`config.mk`:
```
export PLATFORM = sky130hd
export DESIGN_NAME = change_dispenser_flat
export DESIGN_NICKNAME = d
export VERILOG_FILES = /design/src/rtl/change_dispenser_pkg.sv /design/src/rtl/change_dispenser_if.sv /design/src/rtl/change_dispenser_hopper.sv /design/src/rtl/change_dispenser.sv /design/src/flat_wrapper.sv
export SDC_FILE = /design/constraint.sdc
export NUM_CORES = 1
export LEC_CHECK = 0
export CAP_MARGIN = 20
export CORE_MARGIN = 4
export CORE_UTILIZATION = 56
export CTS_BUF_LIST = sky130_fd_sc_hd__clkbuf_16
export CTS_CLUSTER_DIAMETER = 150
export DETAILED_ROUTE_END_ITERATION = 6
export GPL_ROUTABILITY_DRIVEN = 0
export PLACE_DENSITY = 0.8
export SYNTH_ARGS = -nofsm -noshare
export SYNTH_HDL_FRONTEND = slang
export SYNTH_HIERARCHICAL = 1
export SYNTH_SLANG_ARGS = --single-unit
```
`constraint.sdc`:
```
create_clock -name clk -period 4.2 [get_ports clk]
set_clock_uncertainty 0.05 [all_clocks]
set_input_delay 0.63 -clock clk [delete_from_list [all_inputs] [get_ports clk]]
set_output_delay 0.63 -clock clk [all_outputs]
set_load 0.005 [all_outputs]
```
`src/rtl/change_dispenser_pkg.sv`:
```
// Shared definitions for the change dispenser: coin denominations, hopper
// selection encoding, FSM state encoding and small arithmetic helpers.
package change_dispenser_pkg;

  localparam logic [7:0] COIN_50 = 8'd50;
  localparam logic [7:0] COIN_10 = 8'd10;
  localparam logic [7:0] COIN_5  = 8'd5;
  localparam logic [7:0] COIN_1  = 8'd1;

  // Hopper index; the same encoding is used on refill_sel.
  typedef enum logic [1:0] {
    SEL_50 = 2'd0,
    SEL_10 = 2'd1,
    SEL_5  = 2'd2,
    SEL_1  = 2'd3
  } hopper_sel_e;

  // Payout FSM states, shared with the vending FSM.
  typedef enum logic [1:0] {
    ST_IDLE   = 2'd0,
    ST_SELECT = 2'd1,
    ST_ISSUE  = 2'd2,
    ST_DONE   = 2'd3
  } state_e;

  // Face value of the coin held in a hopper.
  function automatic logic [7:0] coin_of(input hopper_sel_e sel);
    case (sel)
      SEL_50:  return COIN_50;
      SEL_10:  return COIN_10;
      SEL_5:   return COIN_5;
      default: return COIN_1;
    endcase
  endfunction

  // New hopper level after adding `add` coins and removing `sub` coins,
  // clamped to the 8-bit range. The net value is formed before clamping so
  // a refill and an eject in the same cycle combine correctly.
  function automatic logic [7:0] sat_level(input logic [7:0] level,
                                           input logic [7:0] add,
                                           input logic       sub);
    logic [8:0] sum;
    sum = {1'b0, level} + {1'b0, add};
    if (sub && (sum != 9'd0)) sum = sum - 9'd1;
    return sum[8] ? 8'hFF : sum[7:0];
  endfunction

endpackage

```
`src/rtl/change_dispenser_if.sv`:
```
// Request and coin-eject handshakes of the change dispenser. The master side
// is the vending FSM together with the hopper mechanism that returns coin_ack.
interface change_dispenser_if;
  logic [7:0] change_amount;
  logic       change_valid;
  logic       change_ready;
  logic [7:0] coin_value;
  logic       coin_valid;
  logic       coin_ack;

  modport master (
    output change_amount, change_valid, coin_ack,
    input  change_ready, coin_value, coin_valid
  );

  modport slave (
    input  change_amount, change_valid, coin_ack,
    output change_ready, coin_value, coin_valid
  );
endinterface

```
`src/rtl/change_dispenser_hopper.sv`:
```
// One coin hopper level counter: loads its initial count on reset, accepts
// refills and single-coin decrements, and saturates at 255.
module coin_hopper_counter
  import change_dispenser_pkg::*;
#(
  parameter logic [7:0] INIT = 8'd0
) (
  input  logic       clk,
  input  logic       reset,
  input  logic       refill,
  input  logic [7:0] qty,
  input  logic       dec,
  output logic [7:0] level,
  output logic       empty
);

  // Hopper level: reset loads the initial stock, otherwise refill/eject net.
  // NOTE: state registers use non-blocking (<=) so every flop samples the
  // pre-edge values; blocking here would create order-dependent simulation.
  always_ff @(posedge clk or posedge reset) begin
    if (reset) begin
      level <= INIT;
    end else if (refill || dec) begin
      level <= sat_level(level, refill ? qty : 8'd0, dec);
    end
  end

  assign empty = (level == 8'd0);

endmodule

```
`src/rtl/change_dispenser.sv`:
```
// Change dispenser: pays out a requested amount one coin at a time using a
// greedy 50/10/5/1 order, skipping empty hoppers, and reports any shortfall.
module change_dispenser
  import change_dispenser_pkg::*;
#(
  parameter logic [7:0] INIT_INV_50 = 8'd10,
  parameter logic [7:0] INIT_INV_10 = 8'd20,
  parameter logic [7:0] INIT_INV_5  = 8'd20,
  parameter logic [7:0] INIT_INV_1  = 8'd50
) (
  input  logic                     clk,
  input  logic                     reset,
  change_dispenser_if.slave        bus,
  input  logic                     refill_en,
  input  logic [1:0]               refill_sel,
  input  logic [7:0]               refill_qty,
  output logic                     busy,
  output logic                     done,
  output logic [7:0]               short_amount,
  output logic [7:0]               inv_50,
  output logic [7:0]               inv_10,
  output logic [7:0]               inv_5,
  output logic [7:0]               inv_1
);

  state_e          state;
  state_e          state_nxt;
  logic [7:0]      remaining;
  logic [7:0]      rem_after;
  logic [7:0]      coin_value;
  logic            coin_valid;
  hopper_sel_e     coin_sel;
  logic            pick_found;
  hopper_sel_e     pick_sel;
  logic [7:0]      pick_value;
  logic [3:0]      empty;
  logic [3:0]      refill_hit;
  logic [3:0]      dec_hit;
  logic [3:0][7:0] level;

  coin_hopper_counter #(.INIT(INIT_INV_50)) u_hopper_50 (
    .clk(clk), .reset(reset), .refill(refill_hit[SEL_50]), .qty(refill_qty),
    .dec(dec_hit[SEL_50]), .level(level[SEL_50]), .empty(empty[SEL_50])
  );
  coin_hopper_counter #(.INIT(INIT_INV_10)) u_hopper_10 (
    .clk(clk), .reset(reset), .refill(refill_hit[SEL_10]), .qty(refill_qty),
    .dec(dec_hit[SEL_10]), .level(level[SEL_10]), .empty(empty[SEL_10])
  );
  coin_hopper_counter #(.INIT(INIT_INV_5)) u_hopper_5 (
    .clk(clk), .reset(reset), .refill(refill_hit[SEL_5]), .qty(refill_qty),
    .dec(dec_hit[SEL_5]), .level(level[SEL_5]), .empty(empty[SEL_5])
  );
  coin_hopper_counter #(.INIT(INIT_INV_1)) u_hopper_1 (
    .clk(clk), .reset(reset), .refill(refill_hit[SEL_1]), .qty(refill_qty),
    .dec(dec_hit[SEL_1]), .level(level[SEL_1]), .empty(empty[SEL_1])
  );

  // Route refills by refill_sel; decrement the ejected hopper on coin_ack.
  always_comb begin
    refill_hit = '0;
    dec_hit    = '0;
    for (int i = 0; i < 4; i++) begin
      refill_hit[i] = refill_en && (refill_sel == i[1:0]);
      dec_hit[i]    = (state == ST_ISSUE) && bus.coin_ack &&
                      (coin_sel == hopper_sel_e'(i[1:0]));
    end
  end

  // Greedy pick: scan from the 1 hopper up to the 50 hopper so the largest
  // usable denomination that still fits the remainder wins.
  always_comb begin
    pick_found = 1'b0;
    pick_sel   = SEL_1;
    for (int i = 3; i >= 0; i--) begin
      if (!empty[i] && (coin_of(hopper_sel_e'(i[1:0])) <= remaining)) begin
        pick_found = 1'b1;
        pick_sel   = hopper_sel_e'(i[1:0]);
      end
    end
  end

  assign pick_value = coin_of(pick_sel);
  // Cannot underflow: coin_value was chosen with coin_value <= remaining.
  assign rem_after  = remaining - coin_value;

  // FSM state register.
  always_ff @(posedge clk or posedge reset) begin
    if (reset) state <= ST_IDLE;
    else       state <= state_nxt;
  end

  // FSM next-state decode.
  // NOTE: the default assignment first means every path assigns state_nxt,
  // so no latch is inferred for the states that simply hold.
  always_comb begin
    state_nxt = state;
    unique case (state)
      ST_IDLE: begin
        if (bus.change_valid)
          state_nxt = (bus.change_amount == 8'd0) ? ST_DONE : ST_SELECT;
      end
      ST_SELECT: state_nxt = pick_found ? ST_ISSUE : ST_DONE;
      ST_ISSUE: begin
        if (bus.coin_ack)
          state_nxt = (rem_after == 8'd0) ? ST_DONE : ST_SELECT;
      end
      ST_DONE:   state_nxt = ST_IDLE;
      default:   state_nxt = ST_IDLE;
    endcase
  end

  // Payout datapath and registered outputs; reset abandons any payout.
  always_ff @(posedge clk or posedge reset) begin
    if (reset) begin
      remaining    <= 8'd0;
      coin_value   <= 8'd0;
      coin_valid   <= 1'b0;
      coin_sel     <= SEL_50;
      done         <= 1'b0;
      short_amount <= 8'd0;
    end else begin
      coin_valid <= (state_nxt == ST_ISSUE);
      done       <= (state_nxt == ST_DONE);
      case (state)
        ST_IDLE: begin
          if (bus.change_valid) begin
            remaining    <= bus.change_amount;
            short_amount <= 8'd0;
          end
        end
        ST_SELECT: begin
          if (pick_found) begin
            coin_value <= pick_value;
            coin_sel   <= pick_sel;
          end else begin
            short_amount <= remaining;
          end
        end
        ST_ISSUE: begin
          if (bus.coin_ack) begin
            remaining  <= rem_after;
            coin_value <= 8'd0;
          end
        end
        default: ;
      endcase
    end
  end

  assign bus.change_ready = (state == ST_IDLE);
  assign busy             = (state != ST_IDLE);
  assign bus.coin_value   = coin_value;
  assign bus.coin_valid   = coin_valid;

  assign inv_50 = level[SEL_50];
  assign inv_10 = level[SEL_10];
  assign inv_5  = level[SEL_5];
  assign inv_1  = level[SEL_1];

endmodule

```
`src/flat_wrapper.sv`:
```
// flat-port wrapper written by rule: the top's interface ports become plain ports
module change_dispenser_flat import change_dispenser_pkg::*;
#(
  parameter logic [7:0] INIT_INV_50 = 8'd10,
  parameter logic [7:0] INIT_INV_10 = 8'd20,
  parameter logic [7:0] INIT_INV_5  = 8'd20,
  parameter logic [7:0] INIT_INV_1  = 8'd50
)
  (clk, reset, refill_en, refill_sel, refill_qty, busy, done, short_amount, inv_50, inv_10, inv_5, inv_1, bus_change_amount, bus_change_valid, bus_coin_ack, bus_change_ready, bus_coin_value, bus_coin_valid);
  change_dispenser_if bus_i ();
  input  logic clk;
  input  logic reset;
  input  logic refill_en;
  input  logic [1:0] refill_sel;
  input  logic [7:0] refill_qty;
  output logic busy;
  output logic done;
  output logic [7:0] short_amount;
  output logic [7:0] inv_50;
  output logic [7:0] inv_10;
  output logic [7:0] inv_5;
  output logic [7:0] inv_1;
  input wire logic [$bits(bus_i.change_amount)-1:0] bus_change_amount;
  input wire logic [$bits(bus_i.change_valid)-1:0] bus_change_valid;
  input wire logic [$bits(bus_i.coin_ack)-1:0] bus_coin_ack;
  output wire logic [$bits(bus_i.change_ready)-1:0] bus_change_ready;
  output wire logic [$bits(bus_i.coin_value)-1:0] bus_coin_value;
  output wire logic [$bits(bus_i.coin_valid)-1:0] bus_coin_valid;
  assign bus_i.change_amount = bus_change_amount;
  assign bus_i.change_valid = bus_change_valid;
  assign bus_i.coin_ack = bus_coin_ack;
  assign bus_change_ready = bus_i.change_ready;
  assign bus_coin_value = bus_i.coin_value;
  assign bus_coin_valid = bus_i.coin_valid;
  change_dispenser #(.INIT_INV_50(INIT_INV_50), .INIT_INV_10(INIT_INV_10), .INIT_INV_5(INIT_INV_5), .INIT_INV_1(INIT_INV_1)) u_core (.clk(clk), .reset(reset), .bus(bus_i), .refill_en(refill_en), .refill_sel(refill_sel), .refill_qty(refill_qty), .busy(busy), .done(done), .short_amount(short_amount), .inv_50(inv_50), .inv_10(inv_10), .inv_5(inv_5), .inv_1(inv_1));
endmodule
```
* Yosys cells after proc, flatten, opt, wreduce, memory -nomap -nowiden
Index checks and enable logic that the tools add are counted.
** Storage, ports and cells
- Logic and storage cells :: 127
- Input bits :: 23
- RAM bits :: 0
- Bits in read-only memories :: 0
- Memories :: 0
- Bits in latches :: 0
- Flip-flop bits (word level) :: 62
** Cells by class
- Eq/ne operators :: 17
- Add/subtract/negate cells :: 9
- Divide/modulo/power cells :: 0
- Multiplexer cells :: 39
- Order comparisons :: 4
- Bitwise logic cells :: 0
- Shift-type cells :: 0
- $mul :: 0
- Reductions and logical operators :: 47
** Operator list (number)
- two-way mux 8 bit :: 14
- two-way mux 9 bit :: 8
- logical NOT 8 bit :: 6
- one-hot mux 8 bit (2 select lines) :: 3
- adder 8 x 8 -> 9 bit :: 4
- nonzero test 9 bit :: 4
- subtractor 9 x 1 -> 9 bit, second input constant :: 4
- equality test 2 bit, second input constant :: 9
- one-hot mux 6 bit (3 select lines) :: 1
- logical AND 1 bit :: 17
- two-way mux 2 bit :: 6
- AND reduction 3 bit :: 3
- equality test 2 x 1 -> 1 bit, second input constant :: 4
- less-or-equal comparator 1 x 8 -> 1 bit, first input constant :: 1
- less-or-equal comparator 3 x 8 -> 1 bit, first input constant :: 1
- less-or-equal comparator 4 x 8 -> 1 bit, first input constant :: 1
- less-or-equal comparator 6 x 8 -> 1 bit, first input constant :: 1
- logical NOT 2 bit :: 4
- one-hot mux 2 bit (4 select lines) :: 1
- nonzero test 2 bit :: 4
- subtractor 8 bit :: 1
- two-way mux 1 bit :: 6
- inequality test 2 bit, second input constant :: 3
- logical NOT 1 bit :: 4
- other kinds (3) :: 6

* Depth between registers and ports, before layout
Gate-level depths: netlist of the first run.
- Depth in word-level cells :: 10
- Mapped depth :: 14

* Modules after synthesis
Netlist of the first run, hierarchy kept.
** By module, submodules not included
- coin_hopper_counter at u_core.u_hopper_10 ... :: area an instance 1123.6 um^2, instances 3, cells each 138
- change_dispenser :: area an instance 1735.4 um^2, instances 1, cells each 202
- coin_hopper_counter at u_core.u_hopper_1 :: area an instance 1018.5 um^2, instances 1, cells each 124

* Worst setup path before layout of the first run
No wires, ideal clock.
- Path type :: input-to-reg
- Start :: input refill_en
- End :: register u_core.u_hopper_1.level[1]
- Arrival time :: 3.588 ns
- Path slack :: 0.480 ns
- Buffers on the path :: 1
- Setup time :: 0.082 ns
- Stages :: 13
- Path through :: and3_1 > and2_1 > ha_1 > inv_1 > fa_1 > nand2b_1 > a21oi_1 > xor2_1 > or4_1 > buf_2 > o41ai_4 > mux2_2 > a22oi_1
** Between the ends
- Longest elaborated chain between the ends :: 8
- Elaborated cells between the ends (all ways) :: 10
- Those cells by class :: add/sub (2); mux (4); reduce/logical (4)
** Ends and longest elaborated chain
- start: declaration :: RTL line flat_wrapper.sv:13 : input logic refill_en;
- logical AND 1 bit (*) :: RTL line change_dispenser.sv:63 : refill_hit[i] = refill_en && (refill_sel == i[1:0]);
- parallel branches: the longest is 7 deep, another holds adder 8 x 8 -> 9 bit
- end signal: assignment :: RTL line change_dispenser_hopper.sv:24 : level <= sat_level(level, refill ? qty : 8'd0, dec);
- end: declaration :: RTL line change_dispenser_hopper.sv:13 : output logic [7:0] level,
Every way passes the cells marked *. The select of a mux whose other input is x is not followed.
A chain may end at the register's enable or synchronous reset.

* Worst setup path in the final report of the first run
- Start :: input refill_en
- End :: register u_core.u_hopper_1.level[5]
** Between the ends
- Longest elaborated chain between the ends :: 8
- Elaborated cells between the ends (all ways) :: 10
- Those cells by class :: add/sub (2); mux (4); reduce/logical (4)
** Ends and longest elaborated chain
- logical AND 1 bit (*) :: RTL line change_dispenser.sv:63
- net u_core.refill_hit[3] :: RTL line change_dispenser.sv:37 : logic [3:0] refill_hit;
- parallel branches: the longest is 7 deep, another holds adder 8 x 8 -> 9 bit
Mark *: on every way through the listed nets, which the timed path passes. The select of a mux whose other input is x is not followed.

==> flow_metrics.tcl, run 1 <==
set metrics [dict create \
    clk_latency_ns 0.33 \
    io_pins 75 \
    ff2ff_setup_slack_ns 0.91 \
    cp-end-kind "flip-flop" \
    syn_inst 740 \
    synth_top_area_frac 0.204 \
    setup_violations 0 \
    design_area_um2 7400 \
    antenna_cells 0 \
    hold_path.class "flip-flop to flip-flop" \
    endpoint "u_core/u_hopper_1/level[5]" \
    overflow 0 \
    p_leak_nw 3.11 \
    avgSynthCellArea_um2 8.28 \
    cts_num_sinks 59 \
    fp.dieH_um 113 \
    ys.warnings.count 6 \
    synth.distinct_cells 83 \
    hold_buffers 0 \
    cts_tree "done" \
    worstReg2RegStart "u_core/u_hopper_1/level[1]" \
    cts_max_level 3 \
    grt_usage 0.272 \
    layout_commonest_cell "clkdlybuf4s50_1" \
    row_count 37 \
    crit_arrival_ns 4.16 \
    post_cts_buffers 0 \
    postRouteAntennaNets 0 \
    yosys-top-cells-area "dfrtp_1, ha_1, nor2_1" \
    dr.pass1.iters 6 \
    cts.path.max_buffers 2 \
    place_area_um2 7070 \
    slew_violations 0 \
    ys_seq_elements 59 \
    ir_worst_vdd_mv 0.342 \
    dr.first_iter.drc_count 437 \
    worstSetupPathType "input pin to flip-flop" \
    crit_chain "clkdlybuf4s50_1 -> and3_1 -> buf_4 -> and2_1 -> ha_1 -> a21oi_1 -> a21boi_0 -> a221oi_1 -> a21o_1 -> o41ai_4 -> buf_4 -> or3_2 -> a41oi_1" \
    grt_first_pass_wirelength_mm 28.8 \
    p_per_area_nw_per_um2 640 \
    wl_per_cell_um 17.7 \
    drive_gt1_frac 0.150 \
    cts_root_buffer "clkbuf_16" \
    n_fill_cell 846 \
    dp_slack_ns -0.0133 \
    core_region_area_um2 10500 \
    worstMarginPinSlew_ns 0.712 \
    cpMostUsedCell "buf_4" \
    port_buffers 72 \
    finalCriticalPeriod_ns 3.98 \
    worst_slack_ns 0.224 \
    drc_errors 0 \
    final_nets 900 \
    fin_crit_sh 0.947 \
    crit_family "compound AO/OA/AOI/OAI gates" \
    seq_area_frac_synth 0.243 \
    worstRegToRegCells 10 \
    fin_cells 967 \
    async_flop_share 1.00 \
    fmax_mhz 252 \
    num_vias 6172 \
    initial_core_util 0.583 \
    cts-buffers-inserted 9 \
    slowest_stage "or3_2" \
    crit_start "refill_en" \
    drt-vias-per-instance 6.38 \
    cp_max_fo 9 \
    mostFrequentLayoutCells "clkdlybuf4s50_1, nor2_1, nand2_1" \
    synthToLayoutAreaGrowth_pct 20.8 \
    dp_cells 950 \
    cts_resized 0 \
    dieWidth_um 113 \
    synth_largest_area_cell "dfrtp_1" \
    finalHoldViolCount 0 \
    rsz0062_at_grt "false" \
    synth_ff_type "dfrtp_1" \
    synth_edf_count 0 \
    status "complete, no violations" \
    antenna_found_initial 0 \
    design.die.area_um2 12700 \
    worst-path-stages 13 \
    clk_pin_slew_ns 0.05 \
    max-cap-violations 0 \
    r2r_end "u_core/u_hopper_1/level[5]" \
    cp-start-kind "input pin" \
    max_stage_delay_ns 0.46 \
    wirelength_mm 17.1 \
    cp_data_required_time_ns 4.38 \
    syn_area_um2 6120 \
    maxSlewHeadroom 0.521 \
    crit_buf_inv 3 \
    first_global_vias 6035 \
    grt_max_degree 28 \
    post-dp-hpwl_mm 13.3 \
]
[per-layer routing]
metal / vias to the layer above / part of all wire / global-route usage
li1: 2889 / - / -
met1: 2965 / 0.42 / 0.334
met2: 268 / 0.49 / 0.465
met3: 50 / 0.058 / 0.0469
met4: 0 / 0.032 / 0.123
met5: - / 0 / 0
[sequential cells by signal, summed over array words and instances (netlist names), 2 cells and up]
| name | count |
|---|---|
| u_core/bus.coin_value | 5 |
| u_core/coin_sel | 2 |
| u_core/remaining | 8 |
| u_core/short_amount | 8 |
| u_core/state | 2 |
| u_core/u_hopper_1/level | 8 |
| u_core/u_hopper_10/level | 8 |
| u_core/u_hopper_5/level | 8 |
| u_core/u_hopper_50/level | 8 |
[report_power, final]
group,internal (W),switching [W],leakage (nW),total (W)
sequential,0.000806,0.000310,0.678,0.00112
combinational,0.00129,0.00158,2.28,0.00287
clock,0.000463,0.000284,0.146,0.000747
[worst min path at each step]
stage,startpoint,endpoint,slack [ns],cells past startpoint
detailed placement,u_core/short_amount[7],u_core/short_amount[7],0.45,2
global route,u_core/short_amount[0],u_core/short_amount[0],0.49,2
floorplan,reset,u_core/u_hopper_1/level[0],0.39,1
global placement,u_core/short_amount[5],u_core/short_amount[5],0.44,2
finish,u_core/short_amount[7],u_core/short_amount[7],0.46,2
CTS,u_core/short_amount[7],u_core/short_amount[7],0.46,2
[through the flow]
stage,utilization,setup TNS (ns),power [W],hold WS [ns]
after floorplan,-,0,0.00299,0.394
after global placement,0.672,0,0.00380,0.440
after detailed placement,0.672,-0.0259,0.00392,0.447
after CTS,0.701,0,0.00470,0.459
after global routing,0.704,0,0.00509,0.492
final,0.704,0,0.00474,0.459
[tightest hold or removal path, cell delays in order (launching register included)]
cell and delay (ns):
dfrtp_1 0.34, nand3_1 0.06, o21ai_1 0.07
[Yosys cell counts, types with 18 or more instances]
cell and number:
nor2_1 71, nand2_1 60, a21oi_1 53, dfrtp_1 50
ha_1 46, inv_1 45, and2_1 30, nand3_1 28
nor3_1 21, a31oi_1 20, nand2b_1 20, o21ai_0 18
[cell type report]
| cell class | count | area [um2] | share of cell area |
|---|---|---|---|
| clock buffer | 9 | 225 | 0.0305 |
| clock inverter | 7 | 77.6 | 0.0105 |
| inverter | 47 | 176 | 0.0239 |
| multi-input combinational | 613 | 4340 | 0.587 |
| sequential | 59 | 1490 | 0.201 |
| tap | 136 | 170 | 0.0230 |
| timing repair buffer | 96 | 921 | 0.125 |
[kinds of logic after synthesis]
group,Yosys count,share of synthesized area
flops,59,0.243
fa+ha+maj,52,0.112
other cells,1,0.000612
buf+inv,69,0.0494
compound gates,199,0.241
simple gates,324,0.293
mux,14,0.0255
xor+xnor,22,0.0351
Note: power is estimated with default switching activity, not from simulation.
==> run 2: changes to the inputs <==
Settings changed: CORE_MARGIN 4 to 2, SLEW_MARGIN from default to 10.
==> run 2 against run 1 <==
Effect of this change: clock power up 8.8%; combinational power about the same; first-iteration DRC count up 14%; power up 2.1%; final cell count up 0.62%; global-route usage up 3.1 points.
==> flow_metrics.tcl, run 2 (synthesis results as in run 1) <==
set metrics [dict create \
    n_fill_cell 881 \
    cts_root_buffer "clkbuf_16" \
    clk_latency_ns 0.33 \
    fp.dieH_um 109 \
    max-cap-violations 0 \
    p_per_area_nw_per_um2 650 \
    grt_first_pass_wirelength_mm 28.0 \
    postRouteAntennaNets 0 \
    cts_tree "done" \
    crit_chain "clkdlybuf4s50_1 -> and3_1 -> and2_1 -> ha_1 -> inv_1 -> fa_1 -> nand2b_1 -> a21oi_1 -> xor2_1 -> or4_1 -> o41ai_4 -> mux2_2 -> a22oi_1" \
    dp_slack_ns 0.00682 \
    fmax_mhz 248 \
    wl_per_cell_um 17.9 \
    max_stage_delay_ns 0.60 \
    antenna_found_initial 0 \
    num_vias 6136 \
    met3_length_mm 1.12 \
    dr.pass1.iters 5 \
    finalHoldViolCount 0 \
    setup_violations 0 \
    crit_arrival_ns 4.22 \
    fin_cells 973 \
    dp_cells 956 \
    dr.first_iter.drc_count 500 \
    highest_layer "met4" \
    drt-vias-per-instance 6.31 \
    wl_met1_mm 7.14 \
    cts.path.max_buffers 2 \
    r2r_end "u_core/u_hopper_1/level[1]" \
    worst_slack_ns 0.175 \
    wirelength_mm 17.5 \
    row_count 38 \
    final_nets 902 \
    ff2ff_setup_slack_ns 0.79 \
    dieWidth_um 109 \
    maxSlewHeadroom 0.553 \
    design_area_um2 7440 \
    overflow 0 \
    port_buffers 72 \
    worstReg2RegStart "u_core/u_hopper_1/level[1]" \
    place_area_um2 7090 \
    synthToLayoutAreaGrowth_pct 21.5 \
    cp_max_fo 4 \
    p_leak_nw 3.13 \
    worstRegToRegCells 9 \
    slew_violations 0 \
    design.die.area_um2 11800 \
    ir_worst_vdd_mv 0.373 \
    tns_ns 0 \
    cts_num_sinks 59 \
    worstMarginPinSlew_ns 0.665 \
    cts_max_level 3 \
    first_global_vias 5805 \
    hold_buffers 0 \
    finalCriticalPeriod_ns 4.03 \
    fin_crit_sh 0.958 \
    slowest_stage "or4_1" \
    io_pins 75 \
    cts-buffers-inserted 9 \
    initial_core_util 0.570 \
    core_region_area_um2 10700 \
    worstSetupPathType "input pin to flip-flop" \
    drc_errors 0 \
    clk_pin_slew_ns 0.06 \
    cp_data_required_time_ns 4.40 \
    rsz0062_at_grt "false" \
    min_from "u_core/short_amount[6]" \
    cp-end-kind "flip-flop" \
    min_path_cells 2 \
    post_cts_buffers 0 \
    post-dp-hpwl_mm 13.2 \
    status "complete, no violations" \
    antenna_cells 0 \
    hold_path_end "u_core/short_amount[6]" \
    mostFrequentLayoutCells "clkdlybuf4s50_1, nor2_1, nand2_1" \
    whs_ns 0.455 \
    grt_max_degree 28 \
    hold_path.class "flip-flop to flip-flop" \
    drive_gt1_frac 0.152 \
    layout_commonest_cell "clkdlybuf4s50_1" \
    grt_usage 0.302 \
    cts_resized 0 \
    cp-start-kind "input pin" \
    wl_met2_mm 8.58 \
]
==> run 2: cell count changes in the layout (fill, tap and decap cells not counted) <==
| cell | previous run | this run |
|---|---|---|
| clkinvlp_4 | 1 | 0 |
| bufinv_16 | 1 | 2 |
| inv_6 | 1 | 2 |
| buf_4 | 23 | 25 |
| clkinv_4 | 3 | 2 |
==> run 2: worst max-delay path: cells and delay by family <==
| kind | cells | cell delay (ns) |
|---|---|---|
| XOR/XNOR | 1 | 0.13 |
| AO/OA/AOI/OAI | 3 | 0.81 |
| multiplexers | 1 | 0.39 |
| adder cells (fa/ha/maj) | 2 | 0.52 |
| AND/OR/NAND/NOR | 4 | 1.16 |
| buffers and inverters | 2 | 0.56 |
==> run 2: how the worst max path moves through the flow <==
stage / depth (start not counted) / start / end / slack, ns
5_1_grt: 13 / refill_en / u_core/u_hopper_1/level[5] / 0.04
3_5_place_dp: 13 / refill_en / u_core/u_hopper_1/level[1] / 0.007
6_report: 13 / refill_en / u_core/u_hopper_1/level[1] / 0.17
3_3_place_gp: 13 / refill_en / u_core/u_hopper_1/level[1] / 0.13
2_1_floorplan: 13 / refill_en / u_core/u_hopper_1/level[1] / 0.48
4_1_cts: 13 / refill_en / u_core/u_hopper_1/level[1] / 0.27
==> run 2: layout make-up <==
type / count / area, um2 / area share
clock buffers: 9 / 225 / 0.0303
clock inverters: 7 / 100 / 0.0135
inverters: 47 / 176 / 0.0237
multi-input cells: 613 / 4340 / 0.583
flip-flops and latches: 59 / 1490 / 0.200
well taps: 140 / 175 / 0.0235
repair buffers: 98 / 936 / 0.126
==> run 2: through the flow <==
stage                     power, W  utilization
final                      0.00483        0.692
after global routing       0.00517        0.692
after CTS                  0.00478        0.690
after detailed placement   0.00393        0.659
after global placement     0.00381        0.659
after floorplan            0.00299            -
==> run 2: metal layers <==
metal | up-vias | track usage
met3 | 52 | 0.0368
met1 | 2927 | 0.376
met2 | 254 | 0.518
li1 | 2903 | -
met5 | - | 0
met4 | 0 | 0.147
==> run 2: power breakdown <==
group | total (W) | leakage [nW] | internal (W) | switching, W
clock network | 0.000813 | 0.160 | 0.000524 | 0.000288
registers | 0.00112 | 0.678 | 0.000806 | 0.000313
logic | 0.00290 | 2.29 | 0.00130 | 0.00161
==> run 3: changes to the inputs <==
Settings changed: CORE_UTILIZATION 56 to 29, PLACE_DENSITY 0.8 to 0.5.
==> run 3 against run 2 <==
Effect of this change: routed wire length is 4.5% higher; sequential share of layout area is 0.87 points lower; first-iteration DRC count is 37% lower; setup slack better by 0.21 ns; via count is 4.0% lower; combinational power hardly changed; sequential power hardly changed; power is 0.23% lower.
==> flow_metrics.tcl, run 3 (synthesis results as in run 1) <==
set metrics [dict create \
    dr.pass1.iters 5 \
    drc_errors 0 \
    finalHoldViolCount 0 \
    final_nets 927 \
    slew_violations 0 \
    p_per_area_nw_per_um2 620 \
    io_pins 75 \
    utilization 0.372 \
    worstMarginPinSlew_ns 0.678 \
    cts_root_buffer "clkbuf_16" \
    clk_pin_slew_ns 0.05 \
    drive_gt1_frac 0.172 \
    cp_data_required_time_ns 4.42 \
    worstSetupPathType "input pin to flip-flop" \
    cts_resized 0 \
    num_vias 5889 \
    dr.first_iter.drc_count 314 \
    wirelength_mm 18.3 \
    max-cap-violations 0 \
    cp_max_fo 9 \
    mostFrequentLayoutCells "clkdlybuf4s50_1, nor2_1, nand2_1" \
    setup_violations 0 \
    post_cts_buffers 0 \
    cts_tree "done" \
    postRouteAntennaNets 0 \
    fmax_mhz 262 \
    multi_input_area_um2 4340 \
    ir_worst_vdd_mv 0.229 \
    antenna_cells 0 \
    grt_max_degree 21 \
    regArea_um2 1490 \
    n_fill_cell 2172 \
    layout_commonest_cell "clkdlybuf4s50_1" \
    hold_path.class "flip-flop to flip-flop" \
    initial_core_util 0.293 \
    tns_ns 0 \
    p_leak_nw 3.24 \
    status "complete, no violations" \
    cts-buffers-inserted 9 \
    overflow 0 \
    design.die.area_um2 22300 \
    cts_num_sinks 59 \
    crit_arrival_ns 4.03 \
    cp-end-kind "flip-flop" \
    wl_per_cell_um 16.1 \
    core_region_area_um2 20900 \
    cts.path.max_buffers 2 \
    cts_max_level 3 \
    rsz0062_at_grt "false" \
    first_global_vias 5694 \
    post-dp-hpwl_mm 14.6 \
    finalCriticalPeriod_ns 3.81 \
    clk_latency_ns 0.34 \
    maxSlewHeadroom 0.547 \
    grt_usage 0.169 \
    grt_first_pass_wirelength_mm 29.7 \
    drt-vias-per-instance 5.20 \
    fp.dieH_um 149 \
    row_count 53 \
    hold_buffers 0 \
    cp-start-kind "input pin" \
    dieWidth_um 149 \
    antenna_found_initial 0 \
    fin_crit_sh 0.908 \
    synthToLayoutAreaGrowth_pct 27.0 \
    port_buffers 72 \
]
==> run 3: worst max-delay path, stage by stage <==
cell             delay (ns)
clkdlybuf4s50_1        0.47
buf_4                  0.11
nor3b_1                0.34
buf_4                  0.22
and2_1                 0.13
ha_1                   0.27
a21oi_1                0.27
a21oi_1                0.15
mux2_2                 0.31
nor2_2                 0.31
nand4_2                0.21
nand2_1                0.12
mux2_1                 0.32
a31oi_1                0.17
==> run 3: layer usage <==
| layer | wire, um | vias up | GRT usage |
|---|---|---|---|
| li1 | - | 2948 | - |
| met1 | 8640 | 2795 | 0.224 |
| met2 | 8590 | 131 | 0.284 |
| met3 | 793 | 15 | 0.0312 |
| met4 | 221 | 0 | 0.0419 |
| met5 | 0 | - | 0 |
==> run 3: worst paths after layout <==
check / from / endpoint / slack [ns] / cells past startpoint
min in group asynchronous: reset / u_core/u_hopper_10/level[0] / 0.72 / 2
min: u_core/short_amount[1] / u_core/short_amount[1] / 0.45 / 2
max in group asynchronous: reset / u_core/short_amount[6] / 2.88 / 3
min reg2reg: u_core/short_amount[1] / u_core/short_amount[1] / 0.45 / 2
max: refill_en / u_core/u_hopper_50/level[1] / 0.39 / 14
max reg2reg: u_core/u_hopper_1/level[1] / u_core/u_hopper_1/level[1] / 0.99 / 9
==> run 3: cell type report <==
cell class / instances / area share
Tap cell: 275 / 0.0442
Inverter: 47 / 0.0227
Clock inverter: 7 / 0.0106
Sequential cell: 59 / 0.191
Clock buffer: 9 / 0.0290
Multi-Input combinational cell: 613 / 0.558
Timing Repair Buffer: 123 / 0.144
==> run 3: metrics by stage <==
step | hold WS (ns) | worst slack (ns) | instance area (um2) | power [W] | cells
floorplan | 0.394 | 0.480 | 6130 | 0.00299 | 741
global placement | 0.442 | 0.0632 | 7440 | 0.00404 | 1116
detailed placement | 0.450 | 0.0116 | 7470 | 0.00404 | 1117
CTS | 0.462 | 0.368 | 7780 | 0.00486 | 1133
global route | 0.491 | 0.108 | 7780 | 0.00526 | 1133
finish | 0.452 | 0.386 | 7780 | 0.00482 | 1133
==> run 3: where the power goes <==
group	internal [W]	switching (W)
Sequential	0.000806	0.000330
Clock	0.000511	0.000276
Combinational	0.00135	0.00155
